--- src/rtl/pin_pkg.sv ---
// Shared types and sizing helpers for the PIN-entry checker.
package pin_pkg;

  localparam int unsigned ST_W = 3;

  typedef enum logic [ST_W-1:0] {
    ST_ENTRY    = 3'd0,
    ST_CHECK    = 3'd1,
    ST_SHOW_OK  = 3'd2,
    ST_SHOW_BAD = 3'd3,
    ST_LOCKOUT  = 3'd4
  } state_e;

  // Bits needed to hold any count in 0..n (never less than one bit).
  function automatic int unsigned cnt_w(input int unsigned n);
    int unsigned w;
    w = unsigned'($clog2(n + 1));
    return (w < 1) ? 1 : w;
  endfunction

  function automatic int unsigned max_u(input int unsigned a, input int unsigned b);
    return (a > b) ? a : b;
  endfunction

endpackage

--- src/rtl/pin_hold_timer.sv ---
// Reloadable down-counter; done marks the last cycle of a loaded interval.
module pin_hold_timer
  import pin_pkg::*;
#(
  parameter int unsigned MAX_CYCLES = 32,
  localparam int unsigned W = cnt_w(MAX_CYCLES)
) (
  input  logic         clk,
  input  logic         reset,
  input  logic         load,
  input  logic [W-1:0] cycles,
  output logic         done
);

  logic [W-1:0] count_q;
  logic [W-1:0] count_d;

  always_comb begin
    count_d = count_q;
    if (load) begin
      count_d = cycles;
    end else if (count_q != '0) begin
      count_d = count_q - 1'b1;
    end
  end

  always_ff @(posedge clk) begin
    if (reset) begin
      count_q <= '0;
    end else begin
      count_q <= count_d;
    end
  end

  assign done = (count_q == W'(1));

endmodule

--- src/rtl/pin_verifier.sv ---
// PIN-entry checker: shifts in digits, compares against PASSKEY, shows a timed
// result and enforces a timed lockout after MAX_TRIES consecutive misses.
module pin_verifier
  import pin_pkg::*;
#(
  parameter int unsigned                     DIGIT_W     = 2,
  parameter int unsigned                     PIN_LEN     = 4,
  parameter logic [DIGIT_W*PIN_LEN-1:0]      PASSKEY     = 8'h9C,
  parameter int unsigned                     MAX_TRIES   = 3,
  parameter int unsigned                     HOLD_CYCLES = 8,
  parameter int unsigned                     LOCK_CYCLES = 32
) (
  input  logic                             clk,
  input  logic                             reset,
  input  logic [DIGIT_W-1:0]               digit,
  input  logic                             submit,
  input  logic                             clear,
  output logic                             waiting,
  output logic [$clog2(PIN_LEN+1)-1:0]     digits_entered,
  output logic                             correct,
  output logic                             incorrect,
  output logic                             locked,
  output logic                             bug
);

  localparam int unsigned ENTRY_W = DIGIT_W * PIN_LEN;
  localparam int unsigned CNT_W   = $clog2(PIN_LEN + 1);
  localparam int unsigned FAIL_W  = cnt_w(MAX_TRIES);
  localparam int unsigned TMR_MAX = max_u(HOLD_CYCLES, LOCK_CYCLES);
  localparam int unsigned TMR_W   = cnt_w(TMR_MAX);

  localparam logic [CNT_W-1:0]  LAST_C = CNT_W'(PIN_LEN - 1);
  localparam logic [FAIL_W-1:0] MAX_F  = FAIL_W'(MAX_TRIES);
  localparam logic [TMR_W-1:0]  HOLD_C = TMR_W'(HOLD_CYCLES);
  localparam logic [TMR_W-1:0]  LOCK_C = TMR_W'(LOCK_CYCLES);

  state_e              state_q, state_d;
  logic [ENTRY_W-1:0]  entry_q, entry_d;
  logic [CNT_W-1:0]    cnt_q, cnt_d;
  logic [FAIL_W-1:0]   fail_q, fail_d;
  logic                bug_q, bug_d;
  logic                waiting_q, waiting_d;
  logic                correct_q, correct_d;
  logic                incorrect_q, incorrect_d;
  logic                locked_q, locked_d;

  logic                tmr_load;
  logic [TMR_W-1:0]    tmr_cycles;
  logic                tmr_done;
  logic                illegal;

  // One countdown serves both the result display and the lockout.
  pin_hold_timer #(
    .MAX_CYCLES(TMR_MAX)
  ) u_timer (
    .clk    (clk),
    .reset  (reset | illegal),
    .load   (tmr_load),
    .cycles (tmr_cycles),
    .done   (tmr_done)
  );

  always_comb begin
    state_d    = state_q;
    entry_d    = entry_q;
    cnt_d      = cnt_q;
    fail_d     = fail_q;
    bug_d      = bug_q;
    tmr_load   = 1'b0;
    tmr_cycles = HOLD_C;
    illegal    = 1'b0;

    case (state_q)
      ST_ENTRY: begin
        if (clear) begin
          entry_d = '0;
          cnt_d   = '0;
        end else if (submit) begin
          entry_d = (entry_q << DIGIT_W) | ENTRY_W'(digit);
          cnt_d   = cnt_q + 1'b1;
          if (cnt_q == LAST_C) begin
            state_d = ST_CHECK;
          end
        end
      end
      ST_CHECK: begin
        tmr_load   = 1'b1;
        tmr_cycles = HOLD_C;
        if (entry_q == PASSKEY) begin
          state_d = ST_SHOW_OK;
          fail_d  = '0;
        end else begin
          state_d = ST_SHOW_BAD;
          fail_d  = (fail_q == MAX_F) ? fail_q : fail_q + 1'b1;
        end
      end
      ST_SHOW_OK: begin
        if (tmr_done) begin
          state_d = ST_ENTRY;
          entry_d = '0;
          cnt_d   = '0;
        end
      end
      ST_SHOW_BAD: begin
        if (tmr_done) begin
          if (fail_q == MAX_F) begin
            state_d    = ST_LOCKOUT;
            tmr_load   = 1'b1;
            tmr_cycles = LOCK_C;
          end else begin
            state_d = ST_ENTRY;
            entry_d = '0;
            cnt_d   = '0;
          end
        end
      end
      ST_LOCKOUT: begin
        if (tmr_done) begin
          state_d = ST_ENTRY;
          fail_d  = '0;
          entry_d = '0;
          cnt_d   = '0;
        end
      end
      default: begin
        illegal = 1'b1;
        bug_d   = 1'b1;
        state_d = ST_ENTRY;
        entry_d = '0;
        cnt_d   = '0;
        fail_d  = '0;
      end
    endcase

    // Outputs are decoded from the next state so they register alongside it.
    waiting_d   = (state_d == ST_ENTRY);
    correct_d   = (state_d == ST_SHOW_OK);
    incorrect_d = (state_d == ST_SHOW_BAD);
    locked_d    = (state_d == ST_LOCKOUT);
  end

  always_ff @(posedge clk) begin
    if (reset) begin
      state_q     <= ST_ENTRY;
      entry_q     <= '0;
      cnt_q       <= '0;
      fail_q      <= '0;
      bug_q       <= 1'b0;
      waiting_q   <= 1'b1;
      correct_q   <= 1'b0;
      incorrect_q <= 1'b0;
      locked_q    <= 1'b0;
    end else begin
      state_q     <= state_d;
      entry_q     <= entry_d;
      cnt_q       <= cnt_d;
      fail_q      <= fail_d;
      bug_q       <= bug_d;
      waiting_q   <= waiting_d;
      correct_q   <= correct_d;
      incorrect_q <= incorrect_d;
      locked_q    <= locked_d;
    end
  end

  assign waiting        = waiting_q;
  assign digits_entered = cnt_q;
  assign correct        = correct_q;
  assign incorrect      = incorrect_q;
  assign locked         = locked_q;
  assign bug            = bug_q;

endmodule

--- config.mk ---
export PLATFORM = sky130hd
export DESIGN_NAME = pin_verifier
export DESIGN_NICKNAME = d
export VERILOG_FILES = /design/src/rtl/pin_pkg.sv /design/src/rtl/pin_hold_timer.sv /design/src/rtl/pin_verifier.sv
export SDC_FILE = /design/constraint.sdc
export NUM_CORES = 1
export LEC_CHECK = 0
export BUFFER_PORTS_ARGS = -buffer_cell sky130_fd_sc_hd__buf_4
export CAP_MARGIN = 10
export CORE_MARGIN = 10
export CORE_UTILIZATION = 30
export CTS_CLUSTER_SIZE = 25
export DETAILED_ROUTE_END_ITERATION = 12
export GPL_TIMING_DRIVEN = 0
export PLACE_DENSITY = 0.43
export SLEW_MARGIN = 20
export SYNTH_ARGS = -nofsm -noshare
export SYNTH_HDL_FRONTEND = slang
export SYNTH_SLANG_ARGS = --single-unit
--- constraint.sdc ---
create_clock -name clk -period 2.2 [get_ports clk]
set_input_delay 0.11 -clock clk [delete_from_list [all_inputs] [get_ports clk]]
set_output_delay 0.11 -clock clk [all_outputs]
set_load 0.05 [all_outputs]
==> metrics.txt, run 1 <==
run status=complete, no violations; Crit Path Class=reg2reg; Hold Path Sink=entry_q[0]$_SDFFE_PP0P_; vias in the first global route=1,039; Final Instance Count excl. Fillers=214; Final Hold Fails=0; Worst-path clk slew=0.10 ns; first drt pass iteration count=4; Max-Cap Viols=0; CTS tree=yes; Final GP Congestion=0.849; Area after DPL=1480 um^2; worst skew pair latency=0.27 ns; CTS resizes=0; power per cell area=812 nW/um^2; Min-Delay Path Class=in2reg; DRC violation count after routing=0; antenna cell count=0; worst r2r src=u_timer.count_q[2]$_SDFFE_PP0P_; largest net degree at the start of global routing=16; mapped cell area=1330 um^2; buffers and inverters on the worst path=1; routed len/inst=13.5 um; crit path max fanout=10; input/output buffers=12; Max Fclk=490 MHz; chip width=86.5 um; hold path depth=3; slowest stage delay, CP=0.53 ns; layout cells sized above 1=13.0%; global route total overflow=0; Worst Clk Skew=0.00710 ns; Area growth syn-to-layout=15.2%; nets=175; Vias=1,062; top_reg_cell synth=dfxtp_1; die area=7480 um^2; worst ir drop on vdd=0.000297 V; WL final=2.90 mm; Slew Limit Fails=0; CTS Buffer Depth=2; CTS Buf Count=3; fraction of registers with async set/reset=0%; clock sink total=27; Mapped Nets=158; Seq/Total Area, Yosys=40.8%; cell area after layout=1530 um^2; EDFF count, synth=0; synthesized flop and latch total=27; All-Layer GR Usage=7.87%; hold path start=digit[0]; I/O Pins=14; Slew @ Worst Pin=0.662 ns; CP required=2.40 ns; R2R depth=5; Lkg Pwr=0.629 nW; GRT busiest layer=met2; Die H=86.5 um; Critical Path Source=u_timer.count_q[2]$_SDFFE_PP0P_; setup violators final=0; CP arrival=2.24 ns; unrepaired setup endpoints after global routing=false; post-synthesis cell count=146; M3 GR Usage=2.25%; M2 GR Usage=12.1%; 1st-iter DRT viols=76; # fillers=468; crit-path cells=nor4_4 > a211oi_2 > a2111oi_4 > buf_6 > mux2i_1; dpl hpwl=2.11 mm; final period utilization=92.7%; Netlist cell types=38; row cnt=24; Slowest cell on crit path=nor4_4; critical path endpoint category=register; crit path time final=2.04 ns; setup_tns=0 ns; yosys warns=0; critical path's top delay family=compound AO/OA/AOI/OAI gates; startpoint types=register; H-tree depth=1; buffer count from post-CTS setup fixing=0; capturing point of the worst reg2reg path=entry_q[4]$_SDFFE_PP0P_; Via-to-Cell Ratio=4.96; initial antenna violation count=0; grt met1 use=10.1%; Starting Density=30.6%; Placed Cells=210; average instance area after synthesis=9.08 um^2; final core utilization=35.3%; Root Driver=clkbuf_8; global-route wire length before repair=4.93 mm; Rel. slew slack=55.8%; Hold-fix buffers, CTS=0; R2R setup slack=0.16 ns; core area=4320 um^2; Final ANT Viol Nets=0
==> power breakdown <==
| part | switching (mW) | internal, mW | total [mW] |
|---|---|---|---|
| sequential | 0.0609 | 0.537 | 0.597 |
| combinational | 0.201 | 0.155 | 0.356 |
| clock | 0.159 | 0.127 | 0.286 |
==> worst max-delay path by stage <==
stage                                           to  slack [ns]  depth (start not counted)
CTS                        entry_q[4]$_SDFFE_PP0P_        0.16                          5
finish                     entry_q[4]$_SDFFE_PP0P_        0.16                          5
floorplan           digits_entered[2]$_SDFFE_PP0P_        0.42                          4
global route               entry_q[4]$_SDFFE_PP0P_        0.02                          5
detailed placement         entry_q[4]$_SDFFE_PP0P_        0.19                          5
global placement           entry_q[4]$_SDFFE_PP0P_        0.23                          5
==> through the flow <==
step | hold WS [ns] | worst slack [ns] | total power, mW
floorplan | 0.252 | 0.418 | 0.885
global placement | 0.369 | 0.230 | 0.954
detailed placement | 0.381 | 0.185 | 0.961
CTS | 0.0760 | 0.158 | 1.25
global route | 0.0916 | 0.0190 | 1.32
finish | 0.0846 | 0.160 | 1.24
==> kinds of logic after synthesis <==
| kind of cell | after synthesis | synth area share [%] |
|---|---|---|
| compound gates | 25 | 15.6 |
| xor+xnor | 3 | 1.98 |
| fa+ha+maj | 6 | 5.67 |
| buf+inv | 12 | 3.97 |
| flops | 27 | 40.8 |
| mux | 11 | 8.40 |
| simple gates | 62 | 23.6 |
==> Yosys cell counts (all sizes together) (2+ instances only) <==
master / number / area [um^2]
nand2: 28 / 105
or4: 2 / 15.0
nand2b: 2 / 12.5
nor4: 5 / 46.3
xor2: 2 / 17.5
nor2b: 3 / 18.8
o21ai: 2 / 10.0
a21boi: 2 / 15.0
ha: 6 / 75.1
a32o: 2 / 20.0
clkbuf: 5 / 18.8
inv: 6 / 22.5
nor2: 11 / 41.3
mux2i: 10 / 100
o21a: 4 / 30.0
a21oi: 4 / 20.0
dfxtp: 27 / 541
nor3b: 3 / 22.5
a211oi: 3 / 27.5
nor3: 3 / 15.0
==> final cells by class <==
cell class / instances / area, um^2 / share of cell area [%]
inverters: 6 / 22.5 / 1.48
flip-flops and latches: 27 / 541 / 35.4
plain buffers: 6 / 30.0 / 1.97
clock buffers: 3 / 41.3 / 2.70
repair buffers: 12 / 90.1 / 5.90
clock inverters: 1 / 5.00 / 0.328
well taps: 52 / 65.1 / 4.26
multi-input cells: 107 / 732 / 48.0
==> state kept, by name (all words and copies together) (netlist names) <==
register and count:
digits_entered 3, entry_q 8, locked 1, correct 1, incorrect 1, waiting 1, fail_q 2, state_q 3
u_timer.count_q 6, bug 1
==> layout by cell type (no fill, tap or decap), types with 3 or more instances in the layout <==
master	n
nor2b_1	3
nand2_1	28
inv_1	6
o21a_1	4
clkbuf_1	5
clkbuf_8	3
a21oi_1	4
dfxtp_1	27
nor4_1	4
nor3_1	3
nor3b_1	3
mux2i_1	10
ha_1	6
nor2_1	11
buf_4	12
==> routing by layer <==
metal,vias up,share of wire (%)
li1,545,-
met1,504,50
met2,11,45
met3,2,4.3
met4,0,0.79
met5,-,0
==> tightest hold or removal path, stage by stage <==
cell     delay (ns)
buf_4          0.10
nand2_1        0.04
mux2i_1        0.05
Note: power is estimated with default switching activity, not from simulation.
==> run 2, diff against run 1 <==
Settings changed: CELL_PAD_IN_SITES_DETAIL_PLACEMENT set to 0, CELL_PAD_IN_SITES_GLOBAL_PLACEMENT set to 1, PLACE_DENSITY 0.43 to 0.54.
==> run 2 against run 1 <==
- critical endpoint is now entry_q[7]$_SDFFE_PP0P_
- cell count rose by 0.93%
- routed wire length rose by 2.8%
- sequential power barely moved
- clock power barely moved
- total power rose by 3.6%
- first-iteration DRC count fell by 24%
- combinational power rose by 13%
- global-route usage rose by 0.24 points
==> metrics.txt, run 2 (synthesis gave the netlist of run 1 again) <==
run status=complete, no violations; Crit Path Class=reg2reg; CP required=2.40 ns; Min-Delay Path Class=in2reg; All-Layer GR Usage=8.10%; clock sink total=27; routed len/inst=13.8 um; startpoint types=register; Max Fclk=528 MHz; chip width=86.5 um; WL final=2.98 mm; critical path endpoint category=register; final period utilization=86.1%; Slew Limit Fails=0; worst ir drop on vdd=0.000444 V; Lkg Pwr=0.636 nW; Placed Cells=210; Via-to-Cell Ratio=4.98; crit path max fanout=10; Rel. slew slack=58.8%; Area growth syn-to-layout=16.2%; max FFs per register=8; CTS tree=yes; worst skew pair latency=0.27 ns; global-route wire length before repair=5.00 mm; CTS Buf Count=3; Worst Clk Skew=0.00362 ns; core area=4320 um^2; buffers and inverters on the worst path=1; hold path depth=3; first drt pass iteration count=4; Final GP Congestion=0.814; CP arrival=2.09 ns; unrepaired setup endpoints after global routing=false; Die H=86.5 um; critical path's top delay family=compound AO/OA/AOI/OAI gates; crit path time final=1.89 ns; nets=177; Root Driver=clkbuf_8; Largest regs=entry_q x8, u_timer.count_q x6; PnR Total Power=1.28 mW; vias in the first global route=1,051; # fillers=475; Final Hold Fails=0; Worst-path clk slew=0.09 ns; Most flops, register=entry_q; row cnt=24; power per cell area=834 nW/um^2; 1st-iter DRT viols=58; dpl hpwl=2.23 mm; setup_tns=0 ns; Starting Density=30.6%; I/O Pins=14; input/output buffers=12; Levels on crit path=6; H-tree depth=1; setup violators final=0; CTS Buffer Depth=2; antenna cell count=0; R2R depth=6; CTS resizes=0; most frequent standard cell in the layout excluding fill and tap cells=nand2_1; crit-path cells=ha_1 > nand2b_1 > a21oi_1 > a2111oi_4 > buf_6 > mux2i_1; die area=7480 um^2; Slowest cell on crit path=dfxtp_1; Final Instance Count excl. Fillers=216; initial antenna violation count=0; Final ANT Viol Nets=0; global route total overflow=0; DRC violation count after routing=0; Hold Slack=0.0986 ns; slowest stage delay, CP=0.42 ns; most frequent cells in the layout=nand2_1, dfxtp_1, buf_4; Vias=1,075; layout cells sized above 1=13.4%; Max-Cap Viols=0; largest net degree at the start of global routing=15; Slew @ Worst Pin=0.617 ns
run 2: cell count changes in the layout (fill, tap and decap cells not counted):
| cell | delta |
|---|---|
| clkbuf_1 | +1 |
| buf_4 | +2 |
| clkinv_2 | -1 |
run 2: final timing paths:
kind                                         from                       to  slack [ns]
hold reg to reg           entry_q[6]$_SDFFE_PP0P_  entry_q[6]$_SDFFE_PP0P_        0.46
setup / recovery  u_timer.count_q[0]$_SDFFE_PP0P_  entry_q[7]$_SDFFE_PP0P_        0.31
hold / removal                           digit[0]  entry_q[0]$_SDFFE_PP0P_         0.1
setup reg to reg  u_timer.count_q[0]$_SDFFE_PP0P_  entry_q[7]$_SDFFE_PP0P_        0.31
run 2: metal layers:
layer  track usage (%)  up-vias  part of all wire, %
met3              2.44        2                  5.2
met4              3.53        0                 0.77
met1              10.7      507                   49
met5                 0        -                    0
li1                  -      550                    -
met2              11.8       16                   45
run 2: area by class of cell:
cell class	instances	area, um^2	share of cell area [%]
Tap cell	52	65.1	4.22
Multi-Input combinational cell	107	732	47.5
Inverter	6	22.5	1.46
Buffer	6	30.0	1.95
Clock buffer	4	45.0	2.92
Timing Repair Buffer	14	105	6.82
Sequential cell	27	541	35.1
run 2: per-stage QoR:
| step | cell area [um^2] | setup slack (ns) | utilization, % |
|---|---|---|---|
| 3_5_place_dp | 1480 | 0.177 | 34.2 |
| 4_1_cts | 1530 | 0.152 | 35.3 |
| 5_1_grt | 1540 | 0.133 | 35.6 |
| 3_3_place_gp | 1480 | 0.229 | 34.2 |
| 6_report | 1540 | 0.305 | 35.6 |
| 2_1_floorplan | 1330 | 0.418 | - |
run 2: timing repair:
item,in CTS,in global routing
hold buffers,0,0
setup endpoints to repair,0,2
setup buffers,0,2
run 2: power by group:
group	internal, mW	switching, mW	leakage [nW]
clock network	0.130	0.153	0.0228
logic	0.191	0.212	0.394
registers	0.537	0.0608	0.219
total	0.857	0.427	0.636
run 2: tightest hold or removal path, cell delays in order:
cell,delay (ns)
buf_4,0.11
nand2_1,0.04
mux2i_1,0.06
==> run 3, diff against run 2 <==
Settings changed: CTS_BUF_LIST set to sky130_fd_sc_hd__clkbuf_16.
==> run 3 against run 2 <==
- clock power increased by 45%
- sequential share of layout area decreased by 0.42 points
- sequential power is essentially flat
- setup slack got worse by 0.12 ns
- largest power group unchanged
==> metrics.txt, run 3 (synthesis gave the netlist of run 1 again) <==
cell area after layout=1560 um^2; crit path time final=2.02 ns; I/O Pins=14; Crit Path Class=reg2reg; Worst Clk Skew=0.00448 ns; Worst-path clk slew=0.07 ns; worst skew pair latency=0.26 ns; Slowest cell on crit path=nor4_4; CTS resizes=0; Max Fclk=496 MHz; CP arrival=2.20 ns; PnR Total Power=1.37 mW; setup violators final=0; Vias=1,065; Most flops, register=entry_q; M2 GR Usage=11.8%; switching power=0.431 mW; Area after DPL=1480 um^2; Hold-fix buffers, CTS=0; chip width=86.5 um; routed len/inst=13.7 um; layout cells sized above 1=12.3%; CTS tree=yes; post-place setup slack=0.177 ns; most frequent cells in the layout=nand2_1, dfxtp_1, buf_4; initial antenna violation count=0; worst ir drop on vdd=0.000424 V; nets=175; Largest regs=entry_q x8, u_timer.count_q x6; clock sink total=27; slowest stage delay, CP=0.52 ns; H-tree depth=1; setup_tns=0 ns; All-Layer GR Usage=8.10%; Lkg Pwr=0.646 nW; vias in the first global route=1,062; global-route wire length before repair=5.02 mm; Slew Limit Fails=0; Slew @ Worst Pin=0.614 ns; Area growth syn-to-layout=17.7%; hold path depth=3; crit path max fanout=10; Die H=86.5 um; Final GP Congestion=0.814; Final Hold Fails=0; dpl hpwl=2.23 mm; WL final=2.94 mm; run status=complete, no violations; Starting Density=30.6%; Clk network pwr share=29.9%; row cnt=24; M3 GR Usage=2.44%; Via-to-Cell Ratio=4.98; final core utilization=36.1%; core area=4320 um^2; first drt pass iteration count=4; startpoint types=register; CP required=2.38 ns; R2R setup slack=0.18 ns; buffer count from post-CTS setup fixing=0; Rel. slew slack=59.0%; critical path endpoint category=register; Root Driver=clkbuf_16; Seq pwr share=43.6%; Placed Cells=210; Max-Cap Viols=0; largest net degree at the start of global routing=15; final setup margin=0.182 ns; Switching Share=31.5%; antenna cell count=0; R2R depth=5; crit-path cells=nor4_4 > a211oi_2 > a2111oi_4 > buf_6 > mux2i_1; die area=7480 um^2; DRC violation count after routing=0; logic gate share of total power=26.4%; CTS Buffer Depth=2; max FFs per register=8; cell-internal power=0.937 mW; GRT busiest layer=met2; most frequent standard cell in the layout excluding fill and tap cells=nand2_1; Final ANT Viol Nets=0; CTS Buf Count=3; Final Instance Count excl. Fillers=214; final period utilization=91.7%; Hold Slack=0.118 ns; grt met1 use=10.7%; 1st-iter DRT viols=69; unrepaired setup endpoints after global routing=false; input/output buffers=12; power per cell area=878 nW/um^2; global route total overflow=0; Min-Delay Path Class=in2reg
run 3: cell count changes in the layout (fill, tap and decap cells not counted), sizes merged:
cell and delta:
buf -2, inv +1, clkbuf -1
run 3: final cells by class:
cell class | count | area [um^2]
inverters | 6 | 22.5
clock buffers | 3 | 75.1
flip-flops and latches | 27 | 541
well taps | 52 | 65.1
clock inverters | 1 | 3.75
multi-input cells | 107 | 732
repair buffers | 12 | 90.1
fillers | 469 | 2770
plain buffers | 6 | 30.0
run 3: critical path: cells and delay by family, from the launching register on:
family                 cells  cell delay, ns
AND/OR/NAND/NOR            1            0.52
buffers and inverters      1            0.23
AO/OA/AOI/OAI              2            0.63
flip-flops                 1            0.35
multiplexers               1            0.21
run 3: final timing paths:
kind                              startpoint                      end
max reg2reg  u_timer.count_q[5]$_SDFFE_PP0P_  entry_q[7]$_SDFFE_PP0P_
min reg2reg          entry_q[6]$_SDFFE_PP0P_  entry_q[6]$_SDFFE_PP0P_
min                                 digit[1]  entry_q[1]$_SDFFE_PP0P_
max          u_timer.count_q[5]$_SDFFE_PP0P_  entry_q[7]$_SDFFE_PP0P_
run 3: power groups by stage:
| stage | clock (mW) | combinational, mW | sequential [mW] |
|---|---|---|---|
| after CTS | 0.423 | 0.358 | 0.595 |
| after global routing | 0.446 | 0.412 | 0.607 |
| final | 0.410 | 0.362 | 0.597 |
| after floorplan | 0 | 0.282 | 0.603 |
| after detailed placement | 0 | 0.355 | 0.605 |
| after global placement | 0 | 0.351 | 0.605 |
run 3: layer usage:
layer | routed length (um) | vias to the layer above
met5 | 0 | -
met4 | 23 | 0
met1 | 1440 | 501
met2 | 1320 | 19
met3 | 156 | 2
li1 | - | 543
